<file path="src/rtl/fir_out_decim.sv">
// fir_out_decim
//   Sits after the FIR filter. Keeps the first of every DECIM valid input
//   samples (sample-and-hold decimation), buffers the kept samples in a
//   first-word-fall-through FIFO, and presents them on an AXI-stream master.
//   tlast marks the last kept sample of every FRAME_LEN-sample frame. A kept
//   sample that finds the FIFO full is dropped, and the drop is recorded in a
//   sticky overflow flag.
//
// Ports
//   clk            clock, all logic on the rising edge
//   rst            asynchronous active-high reset
//   in_valid       in_data carries a valid FIR sample this cycle
//   in_data        FIR sample, two's complement, passed through unmodified
//   m_axis_tvalid  FIFO holds at least one sample
//   m_axis_tready  downstream accepts the head sample
//   m_axis_tdata   head-of-FIFO sample (0 while empty)
//   m_axis_tlast   head sample closes a frame (0 while empty)
//   fifo_level     current occupancy, 0..FIFO_DEPTH
//   overflow       sticky: a kept sample was dropped
//   clr_ovf        synchronous clear of overflow (a same-edge drop wins)

module fir_out_decim #(
  parameter int DATA_W     = 16,
  parameter int DECIM      = 5,
  parameter int FIFO_DEPTH = 16,
  parameter int FRAME_LEN  = 64
) (
  input  logic                          clk,
  input  logic                          rst,
  input  logic                          in_valid,
  input  logic [DATA_W-1:0]             in_data,
  output logic                          m_axis_tvalid,
  input  logic                          m_axis_tready,
  output logic [DATA_W-1:0]             m_axis_tdata,
  output logic                          m_axis_tlast,
  output logic [$clog2(FIFO_DEPTH):0]   fifo_level,
  output logic                          overflow,
  input  logic                          clr_ovf
);

  localparam int AW = $clog2(FIFO_DEPTH);
  localparam int LW = AW + 1;
  localparam int CW = (DECIM > 1) ? $clog2(DECIM) : 1;
  localparam int FW = (FRAME_LEN > 1) ? $clog2(FRAME_LEN) : 1;

  localparam logic [CW-1:0] DEC_LAST = CW'(DECIM - 1);
  localparam logic [FW-1:0] FRM_LAST = FW'(FRAME_LEN - 1);
  localparam logic [LW-1:0] FULL_LVL = LW'(FIFO_DEPTH);

  logic [CW-1:0]   dec_cnt;
  logic [FW-1:0]   frm_cnt;
  logic [AW-1:0]   wr_ptr;
  logic [AW-1:0]   rd_ptr;
  logic [DATA_W:0] mem [FIFO_DEPTH];
  logic [DATA_W:0] head;

  logic keep;
  logic pop;
  logic wr_ok;
  logic drop;
  logic tlast_bit;

  always_comb begin
    keep      = in_valid && (dec_cnt == '0);
    pop       = m_axis_tvalid && m_axis_tready;
    // A full FIFO still accepts a write when the head pops on the same edge.
    wr_ok     = keep && ((fifo_level < FULL_LVL) || pop);
    drop      = keep && !wr_ok;
    tlast_bit = (frm_cnt == FRM_LAST);
  end

  // Decimation counter: advances on every valid input, kept or dropped.
  always_ff @(posedge clk or posedge rst) begin
    if (rst) begin
      dec_cnt <= '0;
    end else if (in_valid) begin
      if (dec_cnt == DEC_LAST) dec_cnt <= '0;
      else                     dec_cnt <= dec_cnt + CW'(1);
    end
  end

  // Frame counter: advances only for samples actually written.
  always_ff @(posedge clk or posedge rst) begin
    if (rst) begin
      frm_cnt <= '0;
    end else if (wr_ok) begin
      if (frm_cnt == FRM_LAST) frm_cnt <= '0;
      else                     frm_cnt <= frm_cnt + FW'(1);
    end
  end

  // Storage is not reset; occupancy is what makes entries visible.
  always_ff @(posedge clk) begin
    if (wr_ok) mem[wr_ptr] <= {tlast_bit, in_data};
  end

  always_ff @(posedge clk or posedge rst) begin
    if (rst) begin
      wr_ptr     <= '0;
      rd_ptr     <= '0;
      fifo_level <= '0;
    end else begin
      if (wr_ok) wr_ptr <= wr_ptr + AW'(1);
      if (pop)   rd_ptr <= rd_ptr + AW'(1);
      case ({wr_ok, pop})
        2'b10:   fifo_level <= fifo_level + LW'(1);
        2'b01:   fifo_level <= fifo_level - LW'(1);
        default: fifo_level <= fifo_level;
      endcase
    end
  end

  always_ff @(posedge clk or posedge rst) begin
    if (rst)          overflow <= 1'b0;
    else if (drop)    overflow <= 1'b1;
    else if (clr_ovf) overflow <= 1'b0;
  end

  // Outputs follow the level register, so an async reset clears tvalid at once.
  always_comb begin
    head          = mem[rd_ptr];
    m_axis_tvalid = (fifo_level != '0);
    m_axis_tdata  = m_axis_tvalid ? head[DATA_W-1:0] : '0;
    m_axis_tlast  = m_axis_tvalid ? head[DATA_W] : 1'b0;
  end

endmodule

</file>
<file path="config.mk">
export PLATFORM = sky130hd
export DESIGN_NAME = fir_out_decim
export DESIGN_NICKNAME = d
export VERILOG_FILES = /design/src/rtl/fir_out_decim.sv
export SDC_FILE = /design/constraint.sdc
export NUM_CORES = 1
export LEC_CHECK = 0
export BUFFER_PORTS_ARGS = -buffer_cell sky130_fd_sc_hd__buf_2
export CORE_UTILIZATION = 45
export CTS_BUF_LIST = sky130_fd_sc_hd__clkbuf_4 sky130_fd_sc_hd__clkbuf_8 sky130_fd_sc_hd__clkbuf_16
export DETAILED_ROUTE_END_ITERATION = 12
export PLACE_DENSITY = 0.65
export SKIP_LAST_GASP = 1
export SYNTH_ARGS = -nofsm -noshare
export SYNTH_HDL_FRONTEND = slang
export SYNTH_SLANG_ARGS = --single-unit
export TNS_END_PERCENT = 1
</file>
<file path="constraint.sdc">
create_clock -name clk -period 6.13 [get_ports clk]
set_input_delay 0.613 -clock clk [delete_from_list [all_inputs] [get_ports clk]]
set_output_delay 0.613 -clock clk [all_outputs]
set_load 0.05 [all_outputs]
</file>
==> flow_metrics.py <==
metrics = {
    "pwr": {
        "power.density_mw_per_mm2": 462,
        "vdd_drop_max_uv": 267,
        "p_leak_nw": 4.59,
        "total_power_w": 0.00618,
    },
    "cells_and_area": {
        "final_net_count": 652,
        "layout.cells.non_filler": 979,
        "fill_cells": 2014,
        "syn_to_final_growth_pct": 13.0,
        "final_cell_mix": "272 x edfxtp_1, 47 x mux4_1, 44 x buf_2",
        "multi_input_area_sq_mm": 0.00291,
        "diodes": 0,
        "regArea_sq_mm": 0.00875,
        "mostFrequentLayoutCell": "edfxtp_1",
        "drive_above_1_share_pct": 23.3,
    },
    "flow_run": {
        "max_cap_viol_count": 0,
    },
    "routing": {
        "first_iter_violations": 431,
        "ant_nets": 0,
        "dr.pass1.iters": 4,
        "wl_per_cell_um": 23.4,
        "drc": 0,
        "totalWireLength_mm": 23.0,
        "dr_total_vias": 5532,
        "viasPerCell": 5.65,
    },
    "global_routing": {
        "grt_max_degree": 60,
        "grt_pass1_vias": 5843,
        "grt_pass1_wl_mm": 34.8,
        "grtUsageTotal_pct": 17.7,
        "antenna_found_initial": 0,
        "overflow": 0,
    },
    "synthesis": {
        "synthMuxAreaShare_pct": 17.7,
        "synth_area_leaders": "edfxtp_1 69%, mux4_1 10%, dfrtp_1 4.9%",
        "synth_top_family_by_area": "multiplexers",
        "synth_seq_cells": 295,
        "synthAdderAreaFrac_pct": 1.16,
        "synth_top_cell_area_share_pct": 69.0,
        "syn_nets": 592,
        "yosys_warnings": 0,
        "syn_area_sq_mm": 0.0118,
        "yosysSeqAreaShare_pct": 73.8,
        "synth_cells": 560,
        "synth_cell_types": 37,
        "avgSynthCellArea_sq_um": 21.1,
        "yosys.area.top_type": "edfxtp_1",
        "yosys.area_share.simple_pct": 2.28,
        "synthXorXnorAreaFrac_pct": 1.04,
        "synth_compound_area_share_pct": 2.02,
    },
    "critical_path": {
        "crit_path_start_kind": "register",
        "crit_slowest_cell": "dfrtp_4",
        "critPathBufInv": 2,
        "worstPathRequired_ns": 5.52,
        "crit_arrival_ns": 3.22,
        "reg2reg_depth": 7,
        "endpoint_kind": "primary output",
        "crit_family": "flip-flops",
        "rr_startpoint": "dec_cnt[0]",
        "path_max_fanout": 48,
        "worst-setup-path-type": "reg2out",
        "startpoint": "rd_ptr[1]",
        "crit_chain": "buf_4, mux4_1, mux2i_1, o22ai_1, buf_2",
        "critical_path.max_stage_delay_ns": 0.93,
        "crit_cells": 5,
        "rrSetupSlack_ns": 2.83,
    },
    "sta": {
        "layout_setup_ws_ns": 2.29,
        "fin_skew_ns": 0.0136,
        "hold_viol_final": 0,
        "rsz0062_at_grt": "false",
        "fmax_ghz": 0.261,
        "fin_tns_setup_ns": 0,
        "fin_crit_sh_pct": 62.6,
        "drv_slew": 0,
        "maxSlewHeadroom_pct": 12.9,
        "fin_crit_ns": 3.84,
        "worstMarginPinSlew_ns": 1.30,
        "setup_violations": 0,
    },
    "place": {
        "post-place-cells": 923,
        "dp_hpwl_mm": 12.9,
        "pre_cts_slack_ns": 2.74,
        "port_buffers": 44,
        "gp_congestion": 0.721,
    },
    "cts": {
        "cts_setup_buffers": 0,
        "cts_tree": "yes",
        "ctsHoldBuffers": 0,
        "cts_buffer_depth": 3,
        "root_buffer": "clkbuf_16",
        "numCtsBuffers": 30,
        "clk_pin_slew_ns": 0.06,
        "post_cts_resized": 0,
        "worstSkewPairLatency_ns": 0.55,
        "clock_sinks": 295,
        "cts_max_level": 1,
    },
    "floorplan": {
        "core_sq_mm": 0.0259,
        "start_util_pct": 45.7,
        "io_pins": 45,
        "die_h_um": 164,
        "fp.dieArea_sq_mm": 0.0270,
        "fp-row-count": 59,
        "die_w_um": 164,
    },
    "status": {
        "status": "finished, final reports clean",
    },
    "min_path": {
        "hold_path.class": "in2async",
    },
}
## power breakdown
| part | leakage [nW] | internal [W] | switching (W) | total [W] |
|---|---|---|---|---|
| Clock | 0.473 | 0.00100 | 0.000725 | 0.00173 |
| Sequential | 2.73 | 0.00233 | 0.000250 | 0.00258 |
| Combinational | 1.39 | 0.000749 | 0.00112 | 0.00187 |
## kinds of logic after synthesis
logic type,count (synthesis)
XOR/XNOR,14
adder cells (fa/ha/maj),11
AND/OR/NAND/NOR,58
buffers and inverters,38
multiplexers,106
AO/OA/AOI/OAI,38
flip-flops,295
## per-stage QoR
stage | hold slack, ns | cell area, sq um | utilization [%]
floorplan | 0.446 | 11800 | -
global placement | 0.461 | 12400 | 48.0
detailed placement | 0.469 | 12400 | 48.0
CTS | 0.221 | 13400 | 51.7
global route | 0.241 | 13400 | 51.7
finish | 0.247 | 13400 | 51.7
## worst reg2reg max path, delay by kind of cell, from the launching register on
family,cells,cell delay (ns)
simple gates,3,1.36
compound gates,1,0.58
buf+inv,2,0.46
flops,1,0.39
fa+ha+maj,1,0.20
## worst paths after layout
| check | endpoint |
|---|---|
| worst min-delay path | dec_cnt[1] |
| worst max-delay path | m_axis_tdata[12] |
| worst max register to register | mem[3][1] |
| worst min register to register | frm_cnt[4] |
| max in group asynchronous | rd_ptr[1] |
| min in group clk | overflow |
## Yosys cell counts (all sizes together)
cell type,number
o22ai,18
mux4,68
and3,1
xor2,4
o31ai,1
xnor2,10
clkbuf,7
a22oi,2
nor2b,2
nand3,6
and3b,1
mux2i,35
inv,10
mux2,3
a21oi,3
nand3b,2
o32ai,1
nand2b,4
buf,21
nor2,16
nand4,2
a21o,1
edfxtp,272
o21ai,9
dfrtp,23
a22o,2
ha,11
or2,1
nor3,6
nand2,17
a31oi,1
## metal layers
| metal | up-vias | global-route usage [%] | wire [um] |
|---|---|---|---|
| li1 | 2465 | - | - |
| met1 | 2885 | 23.4 | 9520 |
| met2 | 138 | 30.1 | 11700 |
| met3 | 44 | 2.32 | 1160 |
| met4 | 0 | 6.31 | 557 |
| met5 | - | 0 | 0 |
## sequential cells by signal, indices dropped and copies added, names as in the netlist
name,cells
mem,272
wr_ptr,4
dec_cnt,3
fifo_level,5
rd_ptr,4
overflow,1
frm_cnt,6
## final cells by class
class                      instances  share of cell area, %
inverter                          10                  0.280
sequential                       295                   65.4
clock buffer                      35                   5.89
multi-input combinational        227                   21.8
clock inverter                    21                   1.25
tap                              335                   3.13
timing repair buffer              56                   2.32
Power figures use the tool's default switching activity.
